==> config.mk <==
export PLATFORM = sky130hd
export DESIGN_NAME = shift_unit
export DESIGN_NICKNAME = d
export VERILOG_FILES = /design/src/rtl/shift_unit.sv
export SDC_FILE = /design/constraint.sdc
export NUM_CORES = 1
export LEC_CHECK = 0
export ABC_CLOCK_PERIOD_IN_PS = 2150
export CORE_MARGIN = 10
export CORE_UTILIZATION = 48
export CTS_CLUSTER_DIAMETER = 60
export DETAILED_ROUTE_END_ITERATION = 10
export HOLD_SLACK_MARGIN = 0.08
export PLACE_DENSITY = 0.79
export SKIP_CTS_REPAIR_TIMING = 1
export SLEW_MARGIN = 20
export SYNTH_ARGS = -nofsm -noshare
export SYNTH_HDL_FRONTEND = slang
export SYNTH_SLANG_ARGS = --single-unit
==> constraint.sdc <==
create_clock -name clk -period 2.15 [get_ports clk]
set_clock_uncertainty 0.2 [all_clocks]
set_input_delay 0.43 -clock clk [delete_from_list [all_inputs] [get_ports clk]]
set_output_delay 0.43 -clock clk [all_outputs]
set_load 0.01 [all_outputs]
==> src/rtl/shift_unit.sv <==
// Shift/rotate register with a manual single-step mode and a counted burst mode.
// Loads override everything; a burst runs its latched op for len edges, then pulses done.
module shift_unit #(
    parameter int WIDTH = 16,
    parameter int LENW  = 7
) (
    input  logic             clk,
    input  logic             reset_n,
    input  logic             ld,
    input  logic             en,
    input  logic [2:0]       op,
    input  logic             sd,
    input  logic [WIDTH-1:0] d,
    input  logic             start,
    input  logic [LENW-1:0]  len,
    output logic [WIDTH-1:0] q,
    output logic             sout,
    output logic             busy,
    output logic             done
);

    localparam logic [2:0] OP_HOLD   = 3'b000;
    localparam logic [2:0] OP_SHL_SD = 3'b001;
    localparam logic [2:0] OP_SHR_SD = 3'b010;
    localparam logic [2:0] OP_ROTL   = 3'b011;
    localparam logic [2:0] OP_ROTR   = 3'b100;
    localparam logic [2:0] OP_ASR    = 3'b101;
    localparam logic [2:0] OP_SHL_0  = 3'b110;
    localparam logic [2:0] OP_SHR_0  = 3'b111;

    localparam logic [LENW-1:0] CNT_ONE = LENW'(1);

    typedef enum logic {
        IDLE = 1'b0,
        RUN  = 1'b1
    } state_e;

    state_e             state_q, state_d;
    logic [WIDTH-1:0]   shreg_q, shreg_d;
    logic               sout_q, sout_d;
    logic               busy_q, busy_d;
    logic               done_q, done_d;
    logic [LENW-1:0]    cnt_q, cnt_d;
    logic [2:0]         opr_q, opr_d;

    logic [2:0]         step_op;
    logic [WIDTH-1:0]   step_val;
    logic               step_out;

    // One step of the selected op; a burst uses its latched op, manual mode the live one.
    always_comb begin
        step_op  = (state_q == RUN) ? opr_q : op;
        step_val = shreg_q;
        step_out = sout_q;
        case (step_op)
            OP_SHL_SD: begin
                step_val = {shreg_q[WIDTH-2:0], sd};
                step_out = shreg_q[WIDTH-1];
            end
            OP_SHR_SD: begin
                step_val = {sd, shreg_q[WIDTH-1:1]};
                step_out = shreg_q[0];
            end
            OP_ROTL: begin
                step_val = {shreg_q[WIDTH-2:0], shreg_q[WIDTH-1]};
                step_out = shreg_q[WIDTH-1];
            end
            OP_ROTR: begin
                step_val = {shreg_q[0], shreg_q[WIDTH-1:1]};
                step_out = shreg_q[0];
            end
            OP_ASR: begin
                step_val = {shreg_q[WIDTH-1], shreg_q[WIDTH-1:1]};
                step_out = shreg_q[0];
            end
            OP_SHL_0: begin
                step_val = {shreg_q[WIDTH-2:0], 1'b0};
                step_out = shreg_q[WIDTH-1];
            end
            OP_SHR_0: begin
                step_val = {1'b0, shreg_q[WIDTH-1:1]};
                step_out = shreg_q[0];
            end
            default: begin
                step_val = shreg_q;
                step_out = sout_q;
            end
        endcase
    end

    // Priority: load, burst step, burst accept, manual step, hold.
    always_comb begin
        state_d = state_q;
        shreg_d = shreg_q;
        sout_d  = sout_q;
        busy_d  = busy_q;
        done_d  = 1'b0;
        cnt_d   = cnt_q;
        opr_d   = opr_q;

        if (ld) begin
            shreg_d = d;
            state_d = IDLE;
            busy_d  = 1'b0;
            cnt_d   = '0;
        end else if (state_q == RUN) begin
            shreg_d = step_val;
            sout_d  = step_out;
            cnt_d   = cnt_q - CNT_ONE;
            if (cnt_q == CNT_ONE) begin
                state_d = IDLE;
                busy_d  = 1'b0;
                done_d  = 1'b1;
            end
        end else if (start) begin
            if (len != '0) begin
                opr_d   = op;
                cnt_d   = len;
                busy_d  = 1'b1;
                state_d = RUN;
            end else begin
                done_d  = 1'b1;
            end
        end else if (en) begin
            shreg_d = step_val;
            sout_d  = step_out;
        end
    end

    always_ff @(posedge clk or negedge reset_n) begin
        if (!reset_n) begin
            state_q <= IDLE;
            shreg_q <= '0;
            sout_q  <= 1'b0;
            busy_q  <= 1'b0;
            done_q  <= 1'b0;
            cnt_q   <= '0;
            opr_q   <= OP_HOLD;
        end else begin
            state_q <= state_d;
            shreg_q <= shreg_d;
            sout_q  <= sout_d;
            busy_q  <= busy_d;
            done_q  <= done_d;
            cnt_q   <= cnt_d;
            opr_q   <= opr_d;
        end
    end

    assign q    = shreg_q;
    assign sout = sout_q;
    assign busy = busy_q;
    assign done = done_q;

endmodule

# Yosys cells after proc, flatten, opt, wreduce, memory -nomap -nowiden
# Index checks and enable logic that the tools add are counted.
[classes]
eq_ne = 11
mux = 29
n_bitwise = 2
n_addsub = 1
reduce_logical = 12
[op_table]
columns = ["cell", "count"]
rows = [
  ["case mux 16 bit (7 select lines)", 1],
  ["two-way mux 16 bit", 4],
  ["two-way mux 7 bit", 4],
  ["two-way mux 1 bit", 18],
  ["equality test 3 bit, second input constant", 4],
  ["nonzero test 3 bit", 3],
  ["equality test 7 x 1 -> 1 bit, second input constant", 1],
  ["nonzero test 7 bit", 1],
  ["subtractor 7 x 1 -> 7 bit, second input constant", 1],
  ["equality test 3 x 2 -> 1 bit, second input constant", 2],
  ["!= test 3 x 2 -> 1 bit, second input constant", 2],
  ["AND reduction 3 bit", 2],
  ["AND reduction 2 bit", 2],
  ["AND reduction 4 bit", 1],
  ["OR reduction 4 bit", 1],
  ["equality test 3 x 1 -> 1 bit, second input constant", 1],
  ["two-way mux 3 bit", 1],
  ["OR reduction 3 bit", 1],
  ["!= test 2 x 1 -> 1 bit, second input constant", 1],
  ["inverter 1 bit", 2],
  ["case mux 1 bit (2 select lines)", 1],
  ["nonzero test 2 bit", 1],
]
[totals]
out_inout_bits = 19
register_bits = 30

# Longest topological paths before layout
# Gate-level depths: netlist of run 1.
[depth]
word_depth = 7
depth_mapped = 6
mapped_depth_nobuf = 5

# Least setup slack after synthesis of run 1
# Ideal clock, no wire load.
[synth_path]
path_type = "input to register"
start = "in len[2]"
end = "reg opr_q[0]"
arrival_ns = 1.884
cell_stages = 4
n_path_buf = 0
setup_time_ns = 0.125
path_slack_ns = -0.059
cell_sequence = "or4_4 o41ai_4 or3_4 mux2_4"
[synth_between]
elab_chain_cells = 2
[synth_lines]
columns = ["item", "line", "rtl"]
rows = [
  ["start: declaration", "15", "input logic [LENW-1:0] len,"],
  ["nonzero test 7 bit", "116", "if (len != '0) begin"],
  ["AND reduction 4 bit (no line)", "--", ""],
  ["end signal: assignment", "146", "opr_q <= opr_d;"],
  ["end: declaration", "44", "logic [2:0] opr_q, opr_d;"],
]
# No other way between the ends.
# A chain may end at the register's enable or synchronous reset.

# Final worst setup path of run 1
[layout_path]
start = "in op[0]"
end = "reg shreg_q[13], in the netlist q[13]"
[layout_between]
elab_chain_cells = 7
[layout_lines]
columns = ["item", "line", "rtl"]
rows = [
  ["start: declaration", "11", "input logic [2:0] op,"],
  ["two-way mux 3 bit (*)", "52", "step_op = (state_q == RUN) ? opr_q : op;"],
  ["equality test 3 bit (tied with other cells)", "55", "case (step_op)"],
  ["case mux 16 bit (7 select lines) (*)", "55", ""],
  ["two-way mux 16 bit", "124", "end else if (en) begin"],
  ["two-way mux 16 bit", "115", "end else if (start) begin"],
  ["two-way mux 16 bit (*)", "106", "end else if (state_q == RUN) begin"],
  ["two-way mux 16 bit (*)", "101", "if (ld) begin"],
  ["end signal: assignment", "141", "shreg_q <= shreg_d;"],
  ["end: declaration", "39", "logic [WIDTH-1:0] shreg_q, shreg_d;"],
]
# Every way passes the cells marked *; elsewhere a longest branch is shown, timed or not. The select of a mux whose other input is x is not followed.

==> impl_metrics.py, run 1 <==
metrics = {
    "layout": {
        "layout-drive-gt1-share": 0.160,
        "fill_cells": 294,
        "final_util": 0.725,
        "antennaDiodeCount": 0,
        "nets": 295,
        "regArea_um2": 752,
        "multi_input_area_um2": 1060,
        "fin_area_um2": 2720,
        "area_growth_pct": 43.5,
    },
    "critical_path": {
        "rr_worst_depth": 6,
        "worst_ep_required_time_ns": 2.09,
        "cp-end-kind": "register",
        "crit_start": "op[0]",
        "setup.worst_path.end": "q[13]",
        "timing.rr.start": "opr_q[0]",
        "cp_max_fo": 16,
        "worstReg2RegEnd": "q[13]",
        "startpoint_type": "primary input",
        "r2r_slack_ns": 0.24,
        "worstSetupPathType": "in -> reg",
        "worst_ep_arrival_time_ns": 2.02,
    },
    "clock_network": {
        "clock_path_buffers": 2,
        "clk_transition_reported_paths_ns": 0.07,
        "clockRootBuffer": "clkbuf_8",
        "htreeDepth": 2,
        "cts.sinks": 30,
        "numCtsBuffers": 5,
        "clock_latency_ns": 0.29,
        "cts_tree": "built",
    },
    "outcome": {
        "outcome": "finished clean",
    },
    "synthesis": {
        "netlist_area_um2": 1890,
        "synthMuxAreaShare": 0.116,
        "synth_top_family_by_area": "compound AO/OA/AOI/OAI gates",
        "netlist_top_cells_area": "dfrtp_1 40%, mux2i_1 7.9%, a21oi_1 4.8%",
        "synth-seq-area-share": 0.397,
        "synth_cells": 193,
        "synth_area_per_cell_um2": 9.80,
        "synth_top_area_cell": "dfrtp_1",
        "ys_ff_latch": 30,
        "synth-xor-area-share": 0.0324,
        "yosysTopAreaCellShare": 0.397,
        "syn-num-nets": 227,
        "synth.most_common_cell": "dfrtp_1",
        "synth.distinct_cells": 46,
        "synthAdderAreaFrac": 0.0132,
        "synth_compound_gate_area_share": 0.244,
        "yosysWarnings": 0,
        "synthArstFlopShare": 1.00,
        "ys_dominant_reg_cell": "dfrtp_1",
        "synth_common_cells": "30 x dfrtp_1, 18 x a21oi_1, 15 x mux2i_1",
        "synthSimpleGateAreaFrac": 0.154,
        "synth_edf_count": 0,
    },
    "placed_design": {
        "place.port_buffers": 50,
        "finalWeightedCongestion": 0.866,
        "hpwl_mm": 3.82,
        "dpl_cell_area_um2": 2600,
    },
    "worst_hold_path": {
        "hold_class": "reg -> reg",
    },
    "timing": {
        "period_share": 0.967,
        "min_period_ns": 2.08,
        "hold_viol": 0,
        "drv_slew": 0,
        "timing.fmax_mhz": 481,
        "worstMarginPinSlew_ns": 0.444,
        "holdWs_ns": 0.291,
        "setup_viol": 0,
        "slew_headroom": 0.701,
        "rsz0062_at_grt": "false",
    },
    "global_routing": {
        "grt_pass1_vias": 1817,
        "grt_pass1_wl_mm": 8.46,
        "track_usage": 0.155,
        "grt_overflow_total": 0,
        "grt_max_degree": 40,
        "antenna_found_initial": 0,
    },
    "routing": {
        "postRouteAntennaNets": 0,
        "firstDrtPassIters": 4,
        "post-route-drc-count": 0,
        "avgRoutedWirePerCell_um": 16.9,
        "drt_iter0_markers": 124,
        "vias_per_cell": 5.66,
        "vias": 1756,
        "wl_mm": 5.24,
    },
    "flow_run": {
        "maxCapViolations": 0,
    },
    "power_and_ir_drop": {
        "p_per_area_nw_per_um2": 713,
        "power_mw": 1.94,
        "vdd_drop_max_mv": 0.375,
        "leakage_nw": 1.18,
    },
    "floorplan": {
        "start_util": 0.505,
        "io_pins": 51,
        "die_x_um": 82.8,
        "dieHeight_um": 82.8,
        "rows": 22,
        "coreArea_um2": 3740,
        "die_area_um2": 6850,
    },
}
[worst min path at each step]
stage            start  endpoint  cells after the start
2_1_floorplan  reset_n      busy                      0
3_3_place_gp      sout      sout                      2
3_5_place_dp      sout      sout                      2
4_1_cts           sout      sout                      2
5_1_grt           sout      sout                      2
6_report          sout      sout                      2
[critical path, stage by stage]
cell and delay (ns):
clkdlybuf4s50_1 0.48, and2b_1 0.21, xnor2_1 0.15, mux2i_2 0.23, buf_12 0.21, mux2i_1 0.20
o221ai_1 0.12
[logic make-up after synthesis]
kind of cell,Yosys count
simple gates,51
compound gates,65
buf+inv,18
xor+xnor,7
flops,30
fa+ha+maj,2
mux,20
[cells in the final DEF, fill, tap and decap left out, types with 2 or more instances in the layout]
cell type,n
o221ai_1,2
nand2_1,8
clkbuf_8,6
a21oi_1,18
o21ai_0,4
o22ai_1,12
o211ai_1,2
nor2_1,8
xor2_1,2
mux2_4,3
and2b_1,2
a221oi_1,6
nor2b_1,13
ha_1,2
inv_1,4
nor3_1,2
xnor2_1,5
a221o_1,2
nand2b_1,7
dfrtp_1,29
mux2i_1,15
clkdlybuf4s50_1,46
a211oi_1,9
and3_1,2
nor4_1,3
buf_12,3
buf_4,19
a21o_1,2
dlymetal6s2s_1,4
[area by class of cell]
class,instances,share of cell area
Clock buffer,7,0.0318
Clock inverter,1,0.00184
Inverter,5,0.00829
Multi-Input combinational cell,145,0.390
Sequential cell,30,0.277
Tap cell,48,0.0221
Timing Repair Buffer,74,0.269
[metal layers]
layer  track usage  part of all wire  vias to the layer above
met5             0                 0                        -
met4        0.0485            0.0071                        0
met3        0.0399             0.051                        4
met2         0.267              0.51                       38
met1         0.183              0.43                      851
li1              -                 -                      863
[per-stage QoR]
stage / instances / setup TNS, ns / setup slack (ns)
after CTS: 309 / -0.438 / -0.0755
after floorplan: 193 / -0.178 / -0.0595
final: 310 / 0 / 0.0713
after global placement: 301 / -5.28 / -0.310
after detailed placement: 301 / -6.94 / -0.398
after global routing: 310 / 0 / 0.0108
[registers in the layout, indices dropped and copies added, names as in the netlist]
signal and count:
opr_q 3, sout 1, busy 1, state_q 1
q 16, done 1, cnt_q 7
[power by group]
part / switching [mW] / internal, mW / total, mW
Clock: 0.215 / 0.258 / 0.473
Combinational: 0.309 / 0.401 / 0.710
Sequential: 0.104 / 0.649 / 0.753
Total: 0.628 / 1.31 / 1.94
(Power assumes the default switching activity.)
==> inputs of run 2 (changes only) <==
Settings changed: TNS_END_PERCENT set to 1.
==> results of run 2 <==
No change in the layout: final DEF, timing and power equal those of run 1.
==> inputs of run 3 (changes only) <==
Settings changed: CORE_UTILIZATION 48 to 37, PLACE_DENSITY 0.79 to not set.
==> run 3 against run 2 <==
Compared with the run above:
- combinational power increased by 1%
- first-iteration DRC count down 35%
- global-route usage fell by 2.2 points
- largest power group unchanged
- maximum frequency shrank 1.9%
- sequential power down 0.5%
- largest cell class unchanged
- via count increased by 2.2%
==> impl_metrics.py, run 3 (synthesized netlist as in run 1, its figures left out) <==
metrics = {
    "floorplan": {
        "die_area_um2": 8370,
        "dieHeight_um": 91.5,
        "start_util": 0.390,
        "io_pins": 51,
        "rows": 25,
        "die_x_um": 91.5,
        "coreArea_um2": 4850,
    },
    "layout": {
        "final_cell_mix": "46 x clkdlybuf4s50_1, 30 x dfrtp_1, 21 x buf_4",
        "largest_reg_flops": 16,
        "fin_area_um2": 2770,
        "final_common_cell": "clkdlybuf4s50_1",
        "final_util": 0.572,
        "nets": 297,
        "antennaDiodeCount": 0,
        "area_growth_pct": 46.6,
        "layout-drive-gt1-share": 0.167,
        "fill_cells": 453,
    },
    "clock_network": {
        "numCtsBuffers": 5,
        "cts_tree": "built",
        "htreeDepth": 2,
        "clk_transition_reported_paths_ns": 0.07,
        "clock_latency_ns": 0.29,
        "clock_path_buffers": 2,
        "clockRootBuffer": "clkbuf_8",
        "cts.sinks": 30,
    },
    "critical_path": {
        "cpPeakStageDelay_ns": 0.57,
        "startpoint_type": "primary input",
        "worst_ep_arrival_time_ns": 2.09,
        "cp-end-kind": "register",
        "cp_slowest_cell": "or4_4",
        "worst_ep_required_time_ns": 2.12,
        "cp_max_fo": 3,
        "worstSetupPathType": "in -> reg",
        "crit_chain": "dlymetal6s2s_1 -> or4_4 -> o41ai_4 -> or3_4 -> mux2_4",
    },
    "routing": {
        "vias_per_cell": 5.42,
        "postRouteAntennaNets": 0,
        "drt_iter0_markers": 81,
        "post-route-drc-count": 0,
        "avgRoutedWirePerCell_um": 16.9,
        "vias": 1794,
        "firstDrtPassIters": 4,
        "wl_mm": 5.58,
    },
    "placed_design": {
        "place_worst_setup_slack_ns": -0.376,
        "hpwl_mm": 4.00,
        "dpl_cell_area_um2": 2630,
        "place.port_buffers": 50,
        "finalWeightedCongestion": 0.780,
    },
    "timing": {
        "timing.fmax_mhz": 472,
        "period_share": 0.985,
        "hold_viol": 0,
        "holdWs_ns": 0.295,
        "slew_headroom": 0.730,
        "setup_viol": 0,
        "drv_slew": 0,
        "finalWorstSetupSlack_ns": 0.0314,
        "min_period_ns": 2.12,
        "worstMarginPinSlew_ns": 0.405,
    },
    "global_routing": {
        "antenna_found_initial": 0,
        "grt_max_degree": 36,
        "grt_overflow_total": 0,
        "grt_pass1_wl_mm": 9.17,
        "track_usage": 0.132,
        "grt_pass1_vias": 1812,
    },
    "power_and_ir_drop": {
        "vdd_drop_max_mv": 0.450,
        "leakage_nw": 1.20,
        "p_per_area_nw_per_um2": 737,
    },
    "flow_run": {
        "maxCapViolations": 0,
    },
    "worst_hold_path": {
        "hold_class": "reg -> reg",
    },
    "outcome": {
        "outcome": "finished clean",
    },
}
==> run 3: changes by cell type in the layout (fill, tap and decap cells not counted), sizes merged <==
cell      previous run  this run
buf                 24        26
clkinv               1         3
bufinv               0         1
clkinvlp             1         0
clkbuf               7         5
==> run 3: critical path: cells and delay by family <==
family | cells | cell delay (ns)
AO/OA/AOI/OAI | 1 | 0.44
AND/OR/NAND/NOR | 2 | 0.79
buffers and inverters | 1 | 0.13
multiplexers | 1 | 0.29
==> run 3: area by class of cell <==
class | instances | area [um2] | share of cell area
Multi-Input combinational cell | 145 | 1070 | 0.384
Sequential cell | 30 | 751 | 0.271
Timing Repair Buffer | 76 | 744 | 0.269
Tap cell | 67 | 83.8 | 0.0302
Clock buffer | 5 | 68.8 | 0.0248
Clock inverter | 3 | 40.0 | 0.0144
Inverter | 5 | 18.8 | 0.00677
==> run 3: routing by layer <==
metal | vias up | global-route usage | wire length [um]
met4 | 0 | 0.0431 | 78
met1 | 877 | 0.167 | 2580
met5 | - | 0 | 0
met3 | 10 | 0.0329 | 237
met2 | 34 | 0.215 | 2680
li1 | 873 | - | -
==> run 3: worst paths after layout <==
kind,startpoint,cells after the start,end,slack [ns]
hold reg to reg,sout,2,sout,0.29
max in group asynchronous,reset_n,2,q[15],1.12
setup / recovery,len[6],5,opr_q[0],0.03
hold / removal,sout,2,sout,0.29
setup reg to reg,opr_q[0],6,q[13],0.29
min in group asynchronous,reset_n,2,cnt_q[2],0.33
==> run 3: per-stage QoR <==
step           total power, mW  setup TNS [ns]  cells
3_3_place_gp              1.47           -5.82    321
6_report                  2.04               0    331
5_1_grt                   2.16        -0.00277    331
4_1_cts                   2.05          -0.496    329
2_1_floorplan             1.13          -0.178    193
3_5_place_dp              1.48           -6.51    321
==> run 3: where the power goes <==
group,switching [mW],internal [mW]
Combinational,0.315,0.404
Sequential,0.101,0.648
Clock,0.234,0.341
Total,0.650,1.39
